File: config.mk
export PLATFORM = sky130hd
export DESIGN_NAME = axi4_rd_to_ahb_bridge
export DESIGN_NICKNAME = d
export VERILOG_FILES = /design/src/rtl/axi4_rd_to_ahb_bridge.sv
export SDC_FILE = /design/constraint.sdc
export NUM_CORES = 1
export LEC_CHECK = 0
export ABC_CLOCK_PERIOD_IN_PS = 11000
export CELL_PAD_IN_SITES_DETAIL_PLACEMENT = 0
export CELL_PAD_IN_SITES_GLOBAL_PLACEMENT = 1
export CORE_ASPECT_RATIO = 1.5
export CORE_UTILIZATION = 46
export DETAILED_ROUTE_END_ITERATION = 8
export HOLD_SLACK_MARGIN = 0.05
export PLACE_DENSITY_LB_ADDON = 0.1
export SLEW_MARGIN = 20
export SYNTH_ARGS = -nofsm -noshare
export SYNTH_HDL_FRONTEND = slang
export SYNTH_SLANG_ARGS = --single-unit
File: constraint.sdc
create_clock -name clk -period 11 [get_ports clk]
set_input_delay 2.2 -clock clk [delete_from_list [all_inputs] [get_ports clk]]
set_output_delay 2.2 -clock clk [all_outputs]
set_load 0.02 [all_outputs]
File: src/rtl/axi4_rd_to_ahb_bridge.sv
// AXI4 read-only slave to AHB-Lite master bridge for frame-buffer fetch.
// Converts one AXI read burst at a time into pipelined AHB read transfers.
// Returned beats go through a small response FIFO, so the AXI R channel
// can apply backpressure without stalling the AHB data phase.
//
// Ports
//   clk, rst              clock, synchronous active-high reset
//   ar*                   AXI read address channel (slave side)
//   r*                    AXI read data channel (slave side)
//   ahb_h*                AHB-Lite master (read only: hwrite/hwdata tied off)
//
// state     | meaning
// ----------+-----------------------------------------------------------
// IDLE      | arready high, waiting for an AR handshake
// ADDR_ONLY | address phase with no data phase outstanding
// PIPE      | address of beat n+1 overlaps the data phase of beat n
// DATA_ONLY | data phase of the final beat, bus address phase is IDLE
// ERR       | error seen (or oversize request): remaining beats -> SLVERR
// DRAIN     | every beat queued, waiting for the FIFO to empty
module axi4_rd_to_ahb_bridge #(
  parameter int ADDR_W     = 32,
  parameter int DATA_W     = 64,
  parameter int ID_W       = 4,
  parameter int FIFO_DEPTH = 4
) (
  input  logic              clk,
  input  logic              rst,
  input  logic [ID_W-1:0]   arid,
  input  logic [ADDR_W-1:0] araddr,
  input  logic [7:0]        arlen,
  input  logic [2:0]        arsize,
  input  logic [1:0]        arburst,
  input  logic              arvalid,
  output logic              arready,
  output logic [ID_W-1:0]   rid,
  output logic [DATA_W-1:0] rdata,
  output logic [1:0]        rresp,
  output logic              rvalid,
  input  logic              rready,
  output logic              rlast,
  output logic [ADDR_W-1:0] ahb_haddr,
  output logic [2:0]        ahb_hburst,
  output logic [3:0]        ahb_hprot,
  output logic [2:0]        ahb_hsize,
  output logic [1:0]        ahb_htrans,
  output logic              ahb_hwrite,
  output logic [DATA_W-1:0] ahb_hwdata,
  input  logic [DATA_W-1:0] ahb_hrdata,
  input  logic              ahb_hready,
  input  logic              ahb_hresp
);

  localparam int PW = (FIFO_DEPTH > 1) ? $clog2(FIFO_DEPTH) : 1;
  localparam int CW = PW + 1;
  localparam int FW = DATA_W + 3;
  localparam logic [2:0] MAX_SIZE = 3'($clog2(DATA_W / 8));

  localparam logic [1:0] HT_IDLE   = 2'b00;
  localparam logic [1:0] HT_BUSY   = 2'b01;
  localparam logic [1:0] HT_NONSEQ = 2'b10;
  localparam logic [1:0] HT_SEQ    = 2'b11;

  typedef enum logic [2:0] {
    S_IDLE, S_ADDR_ONLY, S_PIPE, S_DATA_ONLY, S_ERR, S_DRAIN
  } state_t;

  state_t            state_q, next_state;
  logic [ID_W-1:0]   id_q;
  logic [ADDR_W-1:0] addr_q;
  logic [7:0]        len_q;
  logic [2:0]        size_q;
  logic [1:0]        burst_q;
  logic [7:0]        iss_cnt;
  logic [7:0]        push_cnt;
  logic              dphase_q;
  logic              nonseq_q;

  logic [FW-1:0]     fifo_mem [FIFO_DEPTH];
  logic [PW-1:0]     wr_ptr, rd_ptr;
  logic [CW-1:0]     fifo_cnt;
  logic [FW-1:0]     head;

  logic              acc, push, push_err, pop, credit, fifo_full, addr_last;
  logic [CW:0]       credit_sum;
  logic [FW-1:0]     push_word;
  logic [ADDR_W-1:0] incr_bytes, lin_addr, wrap_mask, wrap_addr, next_addr;
  logic              next_nonseq;

  // Next beat address; a wrap point or a 1KB crossing restarts with NONSEQ.
  always_comb begin
    incr_bytes  = ADDR_W'(1) << size_q;
    lin_addr    = addr_q + incr_bytes;
    wrap_mask   = ((ADDR_W'(len_q) + ADDR_W'(1)) << size_q) - ADDR_W'(1);
    wrap_addr   = (addr_q & ~wrap_mask) | (lin_addr & wrap_mask);
    next_addr   = lin_addr;
    next_nonseq = (lin_addr[9:0] == 10'd0);
    case (burst_q)
      2'b00: begin
        next_addr   = addr_q;
        next_nonseq = 1'b1;
      end
      2'b10: begin
        next_addr   = wrap_addr;
        next_nonseq = ((lin_addr & wrap_mask) == '0) || (wrap_addr[9:0] == 10'd0);
      end
      default: ;
    endcase
  end

  // A new address phase needs a guaranteed FIFO slot for its data beat.
  assign credit_sum = {1'b0, fifo_cnt} + {{CW{1'b0}}, dphase_q};
  assign credit     = credit_sum < (CW+1)'(FIFO_DEPTH);
  assign fifo_full  = (fifo_cnt == CW'(FIFO_DEPTH));
  assign pop        = (fifo_cnt != '0) && rready;
  assign addr_last  = (iss_cnt == len_q);
  assign push_word  = {(push_err ? '0 : ahb_hrdata), (push_err ? 2'b10 : 2'b00),
                       (push_cnt == len_q)};

  always_comb begin
    next_state = state_q;
    arready    = 1'b0;
    ahb_htrans = HT_IDLE;
    acc        = 1'b0;
    push       = 1'b0;
    push_err   = 1'b0;
    if (state_q == S_ADDR_ONLY || state_q == S_PIPE) begin
      if (credit) ahb_htrans = nonseq_q ? HT_NONSEQ : HT_SEQ;
      else        ahb_htrans = (iss_cnt != 8'd0) ? HT_BUSY : HT_IDLE;
    end
    case (state_q)
      S_IDLE: begin
        arready = 1'b1;
        if (arvalid) next_state = (arsize > MAX_SIZE) ? S_ERR : S_ADDR_ONLY;
      end
      S_ADDR_ONLY: begin
        if (credit && ahb_hready) begin
          acc        = 1'b1;
          next_state = addr_last ? S_DATA_ONLY : S_PIPE;
        end
      end
      S_PIPE: begin
        if (ahb_hresp) begin
          // Pipelined address is dropped; it was never accepted on a wait state.
          push       = ahb_hready;
          push_err   = 1'b1;
          next_state = S_ERR;
        end else if (ahb_hready) begin
          push = 1'b1;
          if (credit) begin
            acc        = 1'b1;
            next_state = addr_last ? S_DATA_ONLY : S_PIPE;
          end else begin
            next_state = S_ADDR_ONLY;
          end
        end
      end
      S_DATA_ONLY: begin
        if (ahb_hresp) begin
          push       = ahb_hready;
          push_err   = 1'b1;
          next_state = S_ERR;
        end else if (ahb_hready) begin
          push = 1'b1;
        end
      end
      S_ERR: begin
        // Finish the erroring data phase first, then synthesise the rest.
        if (dphase_q) begin
          push     = ahb_hready;
          push_err = 1'b1;
        end else if (!fifo_full) begin
          push     = 1'b1;
          push_err = 1'b1;
        end
      end
      S_DRAIN: begin
        if (fifo_cnt == '0) next_state = S_IDLE;
      end
      default: next_state = S_IDLE;
    endcase
    if (push && (push_cnt == len_q)) next_state = S_DRAIN;
  end

  always_ff @(posedge clk) begin
    if (rst) begin
      state_q  <= S_IDLE;
      id_q     <= '0;
      addr_q   <= '0;
      len_q    <= '0;
      size_q   <= '0;
      burst_q  <= '0;
      iss_cnt  <= '0;
      push_cnt <= '0;
      dphase_q <= 1'b0;
      nonseq_q <= 1'b1;
      wr_ptr   <= '0;
      rd_ptr   <= '0;
      fifo_cnt <= '0;
    end else begin
      state_q <= next_state;
      if (state_q == S_IDLE && arvalid) begin
        id_q     <= arid;
        addr_q   <= araddr;
        len_q    <= arlen;
        size_q   <= arsize;
        burst_q  <= arburst;
        iss_cnt  <= '0;
        push_cnt <= '0;
        dphase_q <= 1'b0;
        nonseq_q <= 1'b1;
      end else begin
        if (acc) begin
          addr_q   <= next_addr;
          nonseq_q <= next_nonseq;
          iss_cnt  <= iss_cnt + 8'd1;
        end
        if (acc)       dphase_q <= 1'b1;
        else if (push) dphase_q <= 1'b0;
        if (push) push_cnt <= push_cnt + 8'd1;
      end
      if (push) wr_ptr <= wr_ptr + 1'b1;
      if (pop)  rd_ptr <= rd_ptr + 1'b1;
      case ({push, pop})
        2'b10:   fifo_cnt <= fifo_cnt + 1'b1;
        2'b01:   fifo_cnt <= fifo_cnt - 1'b1;
        default: ;
      endcase
    end
  end

  always_ff @(posedge clk) begin
    if (push) fifo_mem[wr_ptr] <= push_word;
  end

  assign head       = fifo_mem[rd_ptr];
  assign rvalid     = (fifo_cnt != '0);
  assign rdata      = rvalid ? head[FW-1:3] : '0;
  assign rresp      = rvalid ? head[2:1] : 2'b00;
  assign rlast      = rvalid & head[0];
  assign rid        = id_q;

  assign ahb_haddr  = addr_q;
  assign ahb_hburst = (burst_q == 2'b00) ? 3'b000 : 3'b001;
  assign ahb_hprot  = 4'b0011;
  assign ahb_hsize  = size_q;
  assign ahb_hwrite = 1'b0;
  assign ahb_hwdata = '0;

endmodule

==> flow_summary.ini, run 1 <==
[outcome]
status = finished, final reports clean

[logic_synthesis]
synth_top_area_cell = edfxtp_1
synth_top_family_by_area = simple AND/OR/NAND/NOR gates
synth_area_mm2 = 0.0172
synth_cell_types = 87
synthCells = 1407
synth_commonest_cells = edfxtp_1 (264), and2_1 (137), nand2_1 (93)
synth_top_area_share_pct = 46.1
synth_compound_area_share_pct = 9.32
postSynth.asyncResetShare_pct = 0
yosysWarningCount = 0
ys_ff_latch = 343
synth_mux_area_share_pct = 9.54
synth.most_common_cell = edfxtp_1
ys_seq_area_share_pct = 55.3
synth.area.top_cells = edfxtp_1 (46%), dfxtp_1 (9.2%), mux4_2 (8.6%)
synth_edf_count = 264
synthAdderAreaFrac_pct = 1.62
synth-xor-area-share_pct = 4.07
ys.flop_type = edfxtp_1
yosys.area_share.simple_pct = 14.3
avgSynthCellArea_um2 = 12.2

[setup_path]
rr_worst_depth = 15
r2r-start = len_q[0]
path_class = reg2out
critPathLaunchType = flip-flop
critPathSlowestCell = dfxtp_4
cp.required_ps = 8800
crit_path_max_incr_delay_ps = 770
path_cells = buf_4 -> mux4_2 -> and2_1 -> clkdlybuf4s50_1
reg2reg_to = nonseq_q
worstPathArrival_ps = 3380
crit_path_end_kind = output pin
worstPathMaxFanout = 35
worst-r2r-setup-slack_ps = 6160

[power_and_ir_drop]
pwr-share-clk_pct = 22.0
seqPwrFrac_pct = 38.3
powerDensity_mw_per_mm2 = 236
p_int_w = 0.00316
ir_drop_uv = 138
power_switching_share_pct = 34.9
p_leak_nw = 6.87
combPwrFrac_pct = 39.7
p_sw_w = 0.00169

[placed_design]
dpl_cell_area_mm2 = 0.0196
portBuffers = 228
hpwl_um = 27200
gp_congestion = 0.868

[routing]
drt_iter0_drc = 629
wl_per_cell_um = 19.2
routed_via_density = 5.40
vias = 11300
drc_errors = 0
drt_wl_total_um = 40200
first_pass_iters = 4
ant_nets = 0

[final_layout]
antenna_cells = 0
drive_above_1_share_pct = 10.1
syn_to_final_growth_pct = 19.9
nFillCells = 3175
fin_area_mm2 = 0.0206
final_nets = 1734

[timing]
skew_ps = 22.0
min_period_ps = 5580
tns_ps = 0
fmax_ghz = 0.179
maxSlewHeadroom_pct = 24.5
post-route-period-util_pct = 50.7
tightest_slew_ps = 1130
hold_viol = 0
setup-violations-final = 0
rsz0062_at_grt = false
maxSlewViolCount = 0

[cts]
cts_resized = 0
cts_max_path_buffers = 3
htreeDepth = 1
cts_tree = done
clkTransAtPathRegs_ps = 70
clock-sinks = 343
cts_setup_buffers = 0
root_buffer = clkbuf_16
cts_hold_buf = 0
clkLatencyLatePin_ps = 570
cts_buffers = 31

[global_routing]
grt.overflow.total = 0
grt_max_degree = 68
grt_use_total_pct = 21.0
grt_pass1_vias = 11400
grt_pass1_wl_um = 62700
antenna_found_initial = 1

[floorplanning]
start_util_pct = 46.7
die_h_um = 239
fp-row-count = 86
core-area_mm2 = 0.0368
ios = 301
dieArea_mm2 = 0.0382
die_x_um = 160

[hold_path]
hold_end = rid[3]
hold_depth = 2
holdCritPathClass = reg2reg
worstHoldStart = rid[3]

[run]
max-cap-violations = 0
## state kept, by name, indices dropped and copies added (netlist names), named ones only
signal,flops
ahb_haddr,10
ahb_hsize,3
burst_q,2
dphase_q,1
fifo_cnt,3
fifo_mem,264
iss_cnt,8
len_q,8
nonseq_q,1
push_cnt,8
rd_ptr,2
rid,4
state_q,3
wr_ptr,2
## placed cells by master (no fill, tap or decap), drive strengths merged, types with 32 or more instances in the layout
cell           Yosys  final
a21oi             61     61
nand2             93     93
mux4              66     66
and2             138    138
dfxtp             79     79
nand3             32     32
clkbuf            57     34
xnor2             48     48
clkdlybuf4s50      0    227
edfxtp           264    264
nor2              91     91
conb               2     72
## cell families after synthesis
group / after synthesis
fa+ha+maj: 21
simple gates: 468
xor+xnor: 79
flops: 343
buf+inv: 187
other cells: 2
mux: 81
compound gates: 226
## final cells by class
| class | count | area, um^2 | area share (%) |
|---|---|---|---|
| clock buffers | 34 | 787 | 3.82 |
| well taps | 484 | 606 | 2.94 |
| clock inverters | 22 | 221 | 1.07 |
| flip-flops and latches | 343 | 9520 | 46.2 |
| multi-input cells | 947 | 6990 | 33.9 |
| inverters | 28 | 105 | 0.510 |
| repair buffers | 243 | 2390 | 11.6 |
## worst max-delay path, delay by kind of cell, from the launching register on
family,cells,cell delay [ps]
buffers and inverters,2,1230
DFF,1,770
muxes,1,580
and+or+nand+nor,1,200
## power by group through the flow
stage          registers [W]  clock network [W]  logic (W)
4_1_cts              0.00187            0.00109    0.00196
3_5_place_dp         0.00189                  0    0.00195
3_3_place_gp         0.00189                  0    0.00193
2_1_floorplan        0.00184                  0    0.00130
5_1_grt              0.00189            0.00114    0.00210
6_report             0.00186            0.00107    0.00193
## stage by stage
step | util, % | power (W) | instances | worst slack (ps) | hold WS, ps
6_report | 56.0 | 0.00486 | 2101 | 5420 | 461
5_1_grt | 56.0 | 0.00513 | 2101 | 5170 | 487
4_1_cts | 56.0 | 0.00492 | 2101 | 5300 | 465
3_5_place_dp | 53.3 | 0.00384 | 2045 | 5910 | 454
3_3_place_gp | 53.3 | 0.00382 | 2045 | 5930 | 445
2_1_floorplan | - | 0.00313 | 1477 | 4880 | 461
## metal layers
layer  vias up  GRT usage, %  wire [um]
met1      5552          24.8      16000
met2       311          39.7      21600
met3        55          2.52       1660
li1       5429             -          -
met4         2          6.41        945
met5         -             0         13
## worst max-delay path by stage
| stage | endpoint | from | depth (start not counted) | slack (ps) |
|---|---|---|---|---|
| CTS | rdata[4] | flip-flop | 4 | 5300 |
| finish | rdata[4] | flip-flop | 4 | 5420 |
| global placement | rdata[4] | flip-flop | 4 | 5930 |
| detailed placement | rlast | flip-flop | 4 | 5910 |
| floorplan | fifo_mem[0][0] | ahb_hready | 4 | 4880 |
| global route | rdata[4] | flip-flop | 4 | 5170 |
(Power assumes the default switching activity.)
==> run 2, diff against run 1 <==
--- a/config.mk
+++ b/config.mk
@@ -5,11 +5,11 @@
 export SDC_FILE = /design/constraint.sdc
 export NUM_CORES = 1
 export LEC_CHECK = 0
-export ABC_CLOCK_PERIOD_IN_PS = 11000
+export ABC_CLOCK_PERIOD_IN_PS = 5200
 export CELL_PAD_IN_SITES_DETAIL_PLACEMENT = 0
 export CELL_PAD_IN_SITES_GLOBAL_PLACEMENT = 1
 export CORE_ASPECT_RATIO = 1.5
-export CORE_UTILIZATION = 46
+export CORE_UTILIZATION = 43
 export DETAILED_ROUTE_END_ITERATION = 8
 export HOLD_SLACK_MARGIN = 0.05
 export PLACE_DENSITY_LB_ADDON = 0.1
==> constraint.sdc (replaced) <==
create_clock -name clk -period 5.2 [get_ports clk]
set_input_delay 1.04 -clock clk [delete_from_list [all_inputs] [get_ports clk]]
set_output_delay 1.04 -clock clk [all_outputs]
set_load 0.02 [all_outputs]
==> flow_summary.ini, run 2 (synthesis gave the netlist of run 1 again) <==
[power_and_ir_drop]
ir_drop_uv = 278
powerDensity_mw_per_mm2 = 512
power_switching_share_pct = 34.9
p_sw_w = 0.00373
seqPwrFrac_pct = 36.6
p_leak_nw = 6.99
combPwrFrac_pct = 39.5
pwr-share-clk_pct = 23.9
p_int_w = 0.00695

[routing]
ant_nets = 0
wl_per_cell_um = 20.2
first_pass_iters = 8
vias = 11700
drc_errors = 38
routed_via_density = 5.47
drt_iter0_drc = 712
drt_wl_total_um = 43200

[floorplanning]
die_x_um = 165
fp-row-count = 89
start_util_pct = 43.6
ios = 301
core-area_mm2 = 0.0394
die_h_um = 247
dieArea_mm2 = 0.0408

[final_layout]
regMostFlops = fifo_mem
syn_to_final_growth_pct = 21.4
final-instance-count-excl-fill = 2134
nFillCells = 3500
largest_reg_flops = 264
final_nets = 1748
drive_above_1_share_pct = 10.5
final_cell_mix = edfxtp_1 (264), clkdlybuf4s50_1 (227), and2_1 (138), nand2_1 (92), nor2_1 (91)
final_common_cell = edfxtp_1

[placed_design]
place_inst = 2071
portBuffers = 228
hpwl_um = 28500
gp_congestion = 0.874

[cts]
htreeDepth = 2
clock-sinks = 343
cts_tree = done
cts_setup_buffers = 0
cts_buffers = 35
cts_hold_buf = 0
clkLatencyLatePin_ps = 530
clkTransAtPathRegs_ps = 60
cts_resized = 0
cts_max_path_buffers = 3
root_buffer = clkbuf_16

[outcome]
violations = DRC
status = finished, violations left

[timing]
tightest_slew_ps = 1070
post-route-period-util_pct = 83.7
setup-violations-final = 0
maxSlewViolCount = 0
hold_viol = 0
tns_ps = 0
min_period_ps = 4350
maxSlewHeadroom_pct = 28.4
rsz0062_at_grt = false
fmax_ghz = 0.230
skew_ps = 14.3

[global_routing]
grt_pass1_vias = 11800
grt_max_degree = 68
grt.overflow.total = 0
antenna_found_initial = 3
grt_use_total_pct = 21.4
grt_pass1_wl_um = 66000

[setup_path]
cp.required_ps = 5630
path_class = reg2reg
worstPathArrival_ps = 4790
critPathLaunchType = flip-flop
crit_path_end_kind = flip-flop
worstPathMaxFanout = 10

[run]
max-cap-violations = 0

[hold_path]
holdCritPathClass = reg2reg
-- run 2: final cells by class --
cell class | instances | area (um^2) | share of cell area [%]
antenna | 1 | 2.50 | 0.0120
clock buffer | 46 | 938 | 4.50
clock inverter | 16 | 215 | 1.03
inverter | 28 | 105 | 0.504
multi-input combinational | 947 | 6990 | 33.5
sequential | 343 | 9510 | 45.6
tap | 500 | 626 | 3.00
timing repair buffer | 253 | 2480 | 11.9
-- run 2: worst paths after layout --
kind | from | depth (start not counted) | slack [ps] | end
worst min-delay path | rid[2] | 2 | 460 | rid[2]
worst max-delay path | len_q[1] | 15 | 850 | nonseq_q
worst max register to register | len_q[1] | 15 | 850 | nonseq_q
worst min register to register | rid[2] | 2 | 460 | rid[2]
-- run 2: per-layer routing --
layer | track usage, % | vias to the layer above | share of wire [%]
met5 | 0 | - | 0.062
met4 | 9.28 | 4 | 3.7
met3 | 3.40 | 95 | 5.5
met2 | 39.1 | 363 | 53
met1 | 24.3 | 5742 | 38
li1 | - | 5461 | -
-- run 2: power groups by stage --
stage | logic [W] | registers [W] | clock network [W]
final | 0.00422 | 0.00390 | 0.00256
after global routing | 0.00458 | 0.00396 | 0.00271
after CTS | 0.00427 | 0.00391 | 0.00262
after detailed placement | 0.00425 | 0.00396 | 0
after global placement | 0.00422 | 0.00394 | 0
after floorplan | 0.00274 | 0.00388 | 0
-- run 2: worst max-delay path: stages, from the launching register on --
cell	delay [ps]
dfxtp_1	520
ha_1	450
nand3_1	180
xnor2_2	380
a2111oi_2	170
o41ai_4	510
nand3_2	190
nor3_4	300
nand2_1	90
nor3_1	210
ha_1	170
o2bb2ai_1	70
a311oi_1	280
o2111ai_1	150
or3_1	320
o32ai_1	270
-- run 2: through the flow --
step                      hold slack [ps]  instance area, um^2  worst slack [ps]  utilization [%]  total power (W)
after floorplan                       461                17500               238                -          0.00663
after global placement                444                19700               988             50.0          0.00816
after detailed placement              450                19700               905             50.0          0.00821
after CTS                             461                20900               877             52.9           0.0108
after global routing                  499                20900               509             52.9           0.0113
final                                 456                20900               847             52.9           0.0107
